$ cat config.mk
export PLATFORM = sky130hd
export DESIGN_NAME = ip_header_tx
export DESIGN_NICKNAME = d
export VERILOG_FILES = /design/src/rtl/eth_pkg.sv /design/src/rtl/ip_checksum_fold.sv /design/src/rtl/ip_header_tx.sv
export SDC_FILE = /design/constraint.sdc
export NUM_CORES = 1
export LEC_CHECK = 0
export ABC_AREA = 0
export CORE_MARGIN = 8
export CORE_UTILIZATION = 55
export DETAILED_ROUTE_END_ITERATION = 12
export PLACE_DENSITY_LB_ADDON = 0.15
export SLEW_MARGIN = 20
export SYNTH_ARGS = -nofsm -noshare
export SYNTH_HDL_FRONTEND = slang
export SYNTH_HIERARCHICAL = 1
export SYNTH_SLANG_ARGS = --single-unit
$ cat constraint.sdc
create_clock -name aclk -period 9.9 [get_ports aclk]
set_input_delay 0.99 -clock aclk [delete_from_list [all_inputs] [get_ports aclk]]
set_output_delay 0.99 -clock aclk [all_outputs]
set_load 0.02 [all_outputs]
$ cat src/rtl/eth_pkg.sv
// Shared Ethernet/IP transmit and receive constants and types.
// Latency: n/a (declarations only).
// Backpressure: n/a.
package eth_pkg;

    localparam logic [7:0]  IPHL        = 8'h45;
    localparam logic [7:0]  TOS         = 8'h00;
    localparam logic [15:0] FLAG_OFFSET = 16'h0000;
    localparam logic [7:0]  IP_UDP_TYPE = 8'h11;
    localparam int          IP_HDR_LEN  = 20;

    typedef enum logic [1:0] {
        IPTX_IDLE,
        IPTX_CALC,
        IPTX_FOLD,
        IPTX_SEND
    } ip_tx_state_t;

    // Request fields held stable for the whole header.
    typedef struct packed {
        logic [15:0] len;
        logic [15:0] id;
        logic [31:0] s_addr;
        logic [31:0] d_addr;
    } ip_hdr_t;

endpackage

$ cat src/rtl/ip_checksum_fold.sv
// One's-complement fold of a 32-bit partial sum to a 16-bit inverted checksum.
// Latency: combinational.
// Backpressure: none.
module ip_checksum_fold (
    input  logic [31:0] sum,
    output logic [15:0] csum
);

    logic [16:0] fold1;
    logic [15:0] fold2;

    // Two end-around carries are enough for a 32-bit sum of 16-bit words.
    assign fold1 = {1'b0, sum[15:0]} + {1'b0, sum[31:16]};
    assign fold2 = fold1[15:0] + {15'h0000, fold1[16]};
    assign csum  = ~fold2;

endmodule

$ cat src/rtl/ip_header_tx.sv
// Byte-serial IPv4 header generator for the UDP transmit path.
// Latency: first byte 6 cycles after accept; 20 bytes, done pulse the cycle after the last transfer.
// Backpressure: data_valid/data_ready; data_out held stable while stalled, start_ready only in IDLE.
module ip_header_tx
    import eth_pkg::*;
#(
    parameter logic [7:0]  IP_TTL     = 8'hFF,
    parameter logic [15:0] IP_ID_INIT = 16'h0000
) (
    input  logic        aclk,
    input  logic        aresetn,
    input  logic        start,
    output logic        start_ready,
    input  logic [15:0] payload_len,
    input  logic [31:0] ip_s_addr,
    input  logic [31:0] ip_d_addr,
    output logic [7:0]  data_out,
    output logic        data_valid,
    input  logic        data_ready,
    output logic        ip_header_done,
    output logic        ip_len_err
);

    localparam logic [4:0]  LAST_IDX    = 5'(IP_HDR_LEN - 1);
    localparam logic [15:0] MAX_PAYLOAD = 16'hFFFF - 16'(IP_HDR_LEN);

    ip_tx_state_t state, state_nxt;
    ip_hdr_t      hdr;
    logic [1:0]   stage;
    logic [31:0]  sum;
    logic [15:0]  csum_fold;
    logic [15:0]  csum;
    logic [4:0]   idx;
    logic [15:0]  id_cnt;
    logic         len_ok;
    logic         xfer;

    assign start_ready = (state == IPTX_IDLE);
    assign len_ok      = (payload_len <= MAX_PAYLOAD);
    assign xfer        = data_valid && data_ready;

    ip_checksum_fold u_fold (
        .sum  (sum),
        .csum (csum_fold)
    );

    function automatic logic [7:0] hdr_byte(input logic [4:0] i, input ip_hdr_t h,
                                            input logic [15:0] cs);
        hdr_byte = h.d_addr[7:0];
        case (i)
            5'd0:  hdr_byte = IPHL;
            5'd1:  hdr_byte = TOS;
            5'd2:  hdr_byte = h.len[15:8];
            5'd3:  hdr_byte = h.len[7:0];
            5'd4:  hdr_byte = h.id[15:8];
            5'd5:  hdr_byte = h.id[7:0];
            5'd6:  hdr_byte = FLAG_OFFSET[15:8];
            5'd7:  hdr_byte = FLAG_OFFSET[7:0];
            5'd8:  hdr_byte = IP_TTL;
            5'd9:  hdr_byte = IP_UDP_TYPE;
            5'd10: hdr_byte = cs[15:8];
            5'd11: hdr_byte = cs[7:0];
            5'd12: hdr_byte = h.s_addr[31:24];
            5'd13: hdr_byte = h.s_addr[23:16];
            5'd14: hdr_byte = h.s_addr[15:8];
            5'd15: hdr_byte = h.s_addr[7:0];
            5'd16: hdr_byte = h.d_addr[31:24];
            5'd17: hdr_byte = h.d_addr[23:16];
            5'd18: hdr_byte = h.d_addr[15:8];
            default: hdr_byte = h.d_addr[7:0];
        endcase
    endfunction

    always_ff @(posedge aclk or negedge aresetn) begin
        if (!aresetn) begin
            state <= IPTX_IDLE;
        end else begin
            state <= state_nxt;
        end
    end

    always_comb begin
        state_nxt = state;
        case (state)
            IPTX_IDLE: if (start && len_ok) state_nxt = IPTX_CALC;
            IPTX_CALC: if (stage == 2'd3) state_nxt = IPTX_FOLD;
            IPTX_FOLD: state_nxt = IPTX_SEND;
            IPTX_SEND: if (xfer && idx == LAST_IDX) state_nxt = IPTX_IDLE;
            default:   state_nxt = IPTX_IDLE;
        endcase
    end

    always_ff @(posedge aclk or negedge aresetn) begin
        if (!aresetn) begin
            hdr            <= '0;
            stage          <= 2'd0;
            sum            <= 32'h0;
            csum           <= 16'h0;
            idx            <= 5'd0;
            id_cnt         <= IP_ID_INIT;
            data_out       <= 8'h00;
            data_valid     <= 1'b0;
            ip_header_done <= 1'b0;
            ip_len_err     <= 1'b0;
        end else begin
            ip_header_done <= 1'b0;
            ip_len_err     <= 1'b0;
            case (state)
                IPTX_IDLE: begin
                    if (start) begin
                        if (len_ok) begin
                            hdr.len    <= payload_len + 16'(IP_HDR_LEN);
                            hdr.id     <= id_cnt;
                            hdr.s_addr <= ip_s_addr;
                            hdr.d_addr <= ip_d_addr;
                            sum        <= 32'h0;
                            stage      <= 2'd0;
                        end else begin
                            ip_len_err <= 1'b1;
                        end
                    end
                end
                IPTX_CALC: begin
                    // Checksum field contributes zero to the sum.
                    stage <= stage + 2'd1;
                    case (stage)
                        2'd0: sum <= sum + {16'h0, IPHL, TOS} + {16'h0, hdr.len};
                        2'd1: sum <= sum + {16'h0, hdr.id} + {16'h0, FLAG_OFFSET};
                        2'd2: sum <= sum + {16'h0, IP_TTL, IP_UDP_TYPE}
                                         + {16'h0, hdr.s_addr[31:16]} + {16'h0, hdr.s_addr[15:0]};
                        default: sum <= sum + {16'h0, hdr.d_addr[31:16]}
                                            + {16'h0, hdr.d_addr[15:0]};
                    endcase
                end
                IPTX_FOLD: begin
                    csum       <= csum_fold;
                    idx        <= 5'd0;
                    data_out   <= IPHL;
                    data_valid <= 1'b1;
                end
                IPTX_SEND: begin
                    if (xfer) begin
                        if (idx == LAST_IDX) begin
                            data_valid     <= 1'b0;
                            data_out       <= 8'h00;
                            ip_header_done <= 1'b1;
                            id_cnt         <= id_cnt + 16'd1;
                        end else begin
                            idx      <= idx + 5'd1;
                            data_out <= hdr_byte(idx + 5'd1, hdr, csum);
                        end
                    end
                end
                default: ;
            endcase
        end
    end

endmodule

Word level (Yosys, flattened, before mapping) --
Cells that the tools add are included.
Word-level totals: flip-flop bits (word level) 180, bits in latches 0, RAM bits 0, bits in read-only memories 0, bits of input ports 84, word-level logic and storage cells 106, memories 0
Operators by class: add/sub/neg operators 14, multipliers 0, div/mod/pow operators 0, magnitude comparators 1, eq/ne operators 33, shift operators 0, muxes and demuxes 27, bitwise gates (word level) 1, reductions and logical operators 16
Operators with widths (number):
- $add 32x16->32 | 6
- $pmux 8 s17 | 1
- $pmux 32 s3 | 1
- $mux 32 | 2
- $pmux 32 s2 | 1
- $eq 5x4->1 const B | 8
- $add 32x15->32 const B | 1
- $add 32x16->32 const B | 1
- $eq 5x3->1 const B | 4
- $eq 5x5->1 const B | 4
- $reduce_and 3->1 | 6
- $add 16x16->17 | 1
- $add 16x1->16 | 1
- $add 16x1->16 const B | 1
- $add 16x5->16 const B | 1
- $le 16x16->1 const B | 1
- $mux 8 | 2
- $not 16->16 | 1
- $pmux 8 s2 | 1
- $ne 2x2->1 const B | 6
- $eq 5x2->1 const B | 2
- $mux 2 | 5
- $mux 5 | 2
- $pmux 5 s2 | 1
- other kinds (16) | 32

Depth between registers and ports, before layout --
word-level depth 7, mapped depth 22

Hierarchy --
The synthesis kept the hierarchy.
Modules (own cells, without submodules):
- ip_header_tx | times used 1, cells an instance 1689, area an instance 14411.3 µm², seq. area each 4504.3 µm²
- ip_checksum_fold | times used 1, cells an instance 162, area an instance 1207.4 µm², seq. area each 0.0 µm²

Least setup slack after synthesis --
OpenSTA, ideal clock, no wires.
path kind register to register, start point register sum[0], end point register csum[15], setup time 0.125 ns, data arrival time 4.154 ns, data required time 9.775 ns, path slack 5.621 ns, stages on the path, launching flop included 23, path buffers 0, path through dfrtp_1 > ha_1 > inv_1 > fa_1 > nand2b_1 > a21oi_1 > o21ai_2 > o311ai_1 > a21oi_1 > nor2b_1 > o21ai_0 > nand2b_1 > ha_1 > nor2b_1 > nand2_1 > inv_1 > nand4_1 > nor2_1 > and4_4 > and3_1 > a311oi_2 > xor2_1 > mux2_2
Between the ends: longest elaborated chain between the ends 3
Ends and longest elaborated chain:
- start, declared | line ip_header_tx.sv:30 | logic [31:0] sum;
- start signal, assigned | line ip_header_tx.sv:127 | 2'd0: sum <= sum + {16'h0, IPHL, TOS} + {16'h0, hdr.len};
- start signal, assigned | line ip_header_tx.sv:128 | 2'd1: sum <= sum + {16'h0, hdr.id} + {16'h0, FLAG_OFFSET};
- start signal, assigned | line ip_header_tx.sv:129 | 2'd2: sum <= sum + {16'h0, IP_TTL, IP_UDP_TYPE}
- $add 16x16->17 | line ip_checksum_fold.sv:13 | assign fold1 = {1'b0, sum[15:0]} + {1'b0, sum[31:16]};
- $add 16x1->16 | line ip_checksum_fold.sv:14 | assign fold2 = fold1[15:0] + {15'h0000, fold1[16]};
- $not 16->16 | line ip_checksum_fold.sv:15 | assign csum = ~fold2;
- named net csum_fold[15] | line ip_header_tx.sv:31 | logic [15:0] csum_fold;
- end signal, assigned | line ip_header_tx.sv:136 | csum <= csum_fold;
- end, declared | line ip_header_tx.sv:32 | logic [15:0] csum;
The timed path passes the listed nets, and every way through them passes these cells. A chain may end at the register's enable or synchronous reset.

Worst setup path after layout --
start point register sum[16], end point register csum[15]
Same word-level chain as after synthesis.

==> impl_metrics.toml <==
[sta]
skew_ns = 0.0134
period_share_pct = 53.1
grt_setup_unrepaired = "false"
max_freq_ghz = 0.190
tightest_slew_ns = 0.960
slew_violations = 0
relSlewSlack_pct = 36.0
hold_viol = 0
fin_tns_setup_ns = 0
setup_viol = 0
layout_setup_ws_ns = 4.64
post-route-min-period_ns = 5.26

[synth]
yosysMostFrequentCell = "nand2_1"
synth_edf_count = 0
syn_nets = 2104
syn_avg_cell_area_um2 = 8.44
ys_warn_count = 6
synthAdderAreaFrac_pct = 15.3
async_flop_share_pct = 100
ys_types = 110
synth-xor-area-share_pct = 6.77
netlist_instances = 1851
yosysSeqAreaShare_pct = 28.8
yosys.area_share.simple_pct = 18.8
muxShareOfSynthArea_pct = 1.48
synth_top_family_by_area = "compound AO/OA/AOI/OAI gates"
synth.area.top_cells = "dfrtp_1 (29%), ha_1 (11%), nand2_1 (7.8%), o21ai_0 (4.7%), fa_1 (4.6%)"
synth_compound_area_share_pct = 23.3
yosysTopAreaCellShare_pct = 28.8
syn_area_mm2 = 0.0156
ys_seq_elements = 180
ys.flop_type = "dfrtp_1"
synth_common_cells = "nand2_1 (323), dfrtp_1 (180), o21ai_0 (148)"
yosysTopAreaCell = "dfrtp_1"

[cts]
hold_buffers = 0
post_cts_buffers = 0
cts_resized = 0
path_clk_slew_ns = 0.08
cts-root-buf = "clkbuf_16"
cts.sinks = 180
cts_tree = "yes"
clk_path_buf_depth = 2
cts_buffers = 17
clkLatencyLatePin_ns = 0.46
htreeDepth = 4

[layout]
n_antenna_cell = 0
fillCellCount = 2476
multiInputGateArea_mm2 = 0.0103
drive_above_1_share_pct = 6.09
area_growth_pct = 11.5
final_nets = 2146
regArea_mm2 = 0.00450

[route]
dr.pass1.iters = 6
post_drt_wl_per_cell_um = 22.9
post-route-drc-count = 0
drtIter0Drc = 1600
ant_nets = 0
vias = 14400
drt-total-wl_um = 52200
routed_via_density = 6.32

[global_route]
grt_overflow = 0
grt_pass1_wl_um = 81700
grt_pass1_vias = 14100
antenna_found_initial = 1
grt.total_usage_pct = 31.5
grt_max_degree = 110

[power_and_ir_drop]
p_seq_share_pct = 20.7
irDropWorstVdd_mv = 0.181
p_sw_share_pct = 53.0
power.share.clock_pct = 11.4
switchingPower_uw = 3560
internal_power_uw = 3160
pwr_density_cell_mw_per_mm2 = 386
leakagePower_uw = 0.00798
combPwrFrac_pct = 67.9

[hold_path]
hold_depth = 1
hold_end = "id_cnt[15]"
min_path_type = "flip-flop to flip-flop"
hold_start = "id_cnt[15]"

[placement]
place_hpwl_um = 40200
port-buffer-count = 95
gp_congestion = 0.976
dpl_worst_slack_ns = 4.73

[run]
drv_cap = 0

[critical_path]
reg2regPathDepth = 22
critPathKind = "flip-flop to flip-flop"
crit_buf_inv = 2
slowest_stage = "dfrtp_1"
endpoint_kind = "flip-flop"
crit_arrival_ns = 5.61
r2r_end = "csum[15]"
crit_fanout = 15
slowest_delay_ns = 0.75
reg2reg_from = "sum[16]"
crit_family = "compound AO/OA/AOI/OAI gates"
crit_required_ns = 10.25
worstPathCellList = "ha_1 > inv_1 > fa_1 > nand2b_1 > a21oi_1 > o21ai_2 > o311ai_1 > a21oi_1 > nor2b_1 > o21ai_0 > nand2b_1 > ha_1 > nor2b_1 > nand2_1 > inv_1 > nand4_1 > nor2_1 > and4_4 > a41oi_2 > a311oi_2 > xor2_1 > mux2_2"
worstSetupStartpoint = "sum[16]"
start_kind = "flip-flop"
reg2reg_slack_ns = 4.64

[die]
core_mm2 = 0.0279
dieArea_mm2 = 0.0340
io_pins = 96
die_h_um = 185
start_util_pct = 56.1
dieWidth_um = 185
fp-row-count = 61

[run_status]
status = "complete, no violations"
==> layout by cell type (no fill, tap or decap), types with 5 or more instances in the layout <==
master,instances
buf_4,10
inv_1,131
a22o_1,9
o21bai_1,7
o31ai_1,9
o21a_1,11
a221oi_1,17
and3_1,26
dfrtp_1,180
nor3_1,30
a21o_1,33
nand4_1,22
a22oi_1,29
o21ai_0,148
a221o_1,8
a21oi_1,80
o31a_1,5
nand3_1,58
o211ai_1,14
nor2b_1,15
mux2_2,17
a31oi_1,11
fa_1,36
a21boi_0,6
nand2_1,323
xnor2_1,63
o21ai_1,16
a211oi_1,18
o22ai_1,7
xor2_1,54
nand2b_1,23
and4_1,7
nor2_1,72
or3_1,6
clkbuf_16,17
a222oi_1,9
clkdlybuf4s50_1,94
ha_1,132
and2_1,15
==> worst max-delay path by stage <==
stage                     to  slack, ns  cells past startpoint
floorplan           csum[15]       5.62                     22
global placement    csum[15]       4.93                     22
detailed placement  csum[15]       4.73                     22
CTS                 csum[15]       4.71                     22
global route        csum[15]       4.23                     22
finish              csum[15]       4.64                     22
==> power by group through the flow <==
stage	Clock, uW	Combinational, uW	Sequential (uW)
2_1_floorplan	0	3300	1190
5_1_grt	796	5020	1410
4_1_cts	767	4480	1370
6_report	762	4560	1390
3_3_place_gp	0	4390	1380
3_5_place_dp	0	4440	1390
==> metal layers <==
metal	part of all wire (%)	up-vias	track usage, %	wire length, um
li1	-	6664	-	-
met1	43	6935	41.7	22200
met2	43	698	47.8	22600
met3	9.3	131	7.86	4870
met4	4.8	2	14.5	2490
met5	0.023	-	0	12
==> cell families (layout without fill, tap and decap cells) <==
group,Yosys count,after routing
compound gates,516,516
flops,180,180
fa+ha+maj,169,169
simple gates,632,632
buf+inv,214,269
mux,21,21
xor+xnor,119,119
==> per-stage QoR <==
stage               hold slack (ns)  instances  utilization [%]  area (um^2)  power [uW]
finish                        0.478       2284             62.5        17400        6720
global route                  0.490       2284             62.5        17400        7230
CTS                           0.481       2284             62.5        17400        6630
detailed placement            0.464       2252             60.2        16800        5830
global placement              0.462       2252             60.2        16800        5770
floorplan                     0.445       1851                -        15600        4490
==> layout make-up <==
class / count / share of cell area (%)
multi-input combinational: 1457 / 59.0
clock inverter: 14 / 1.16
timing repair buffer: 105 / 5.91
clock buffer: 18 / 2.52
inverter: 132 / 2.85
tap: 378 / 2.72
sequential: 180 / 25.9
==> sequential cells by signal, indices dropped and copies added, names as in the netlist, 2 cells and up <==
| register | cells |
|---|---|
| sum | 32 |
| stage | 2 |
| data_out | 8 |
| state | 2 |
| idx | 5 |
| csum | 16 |
| id_cnt | 16 |
| hdr | 96 |
No activity file was read; power rests on OpenSTA's default activity.
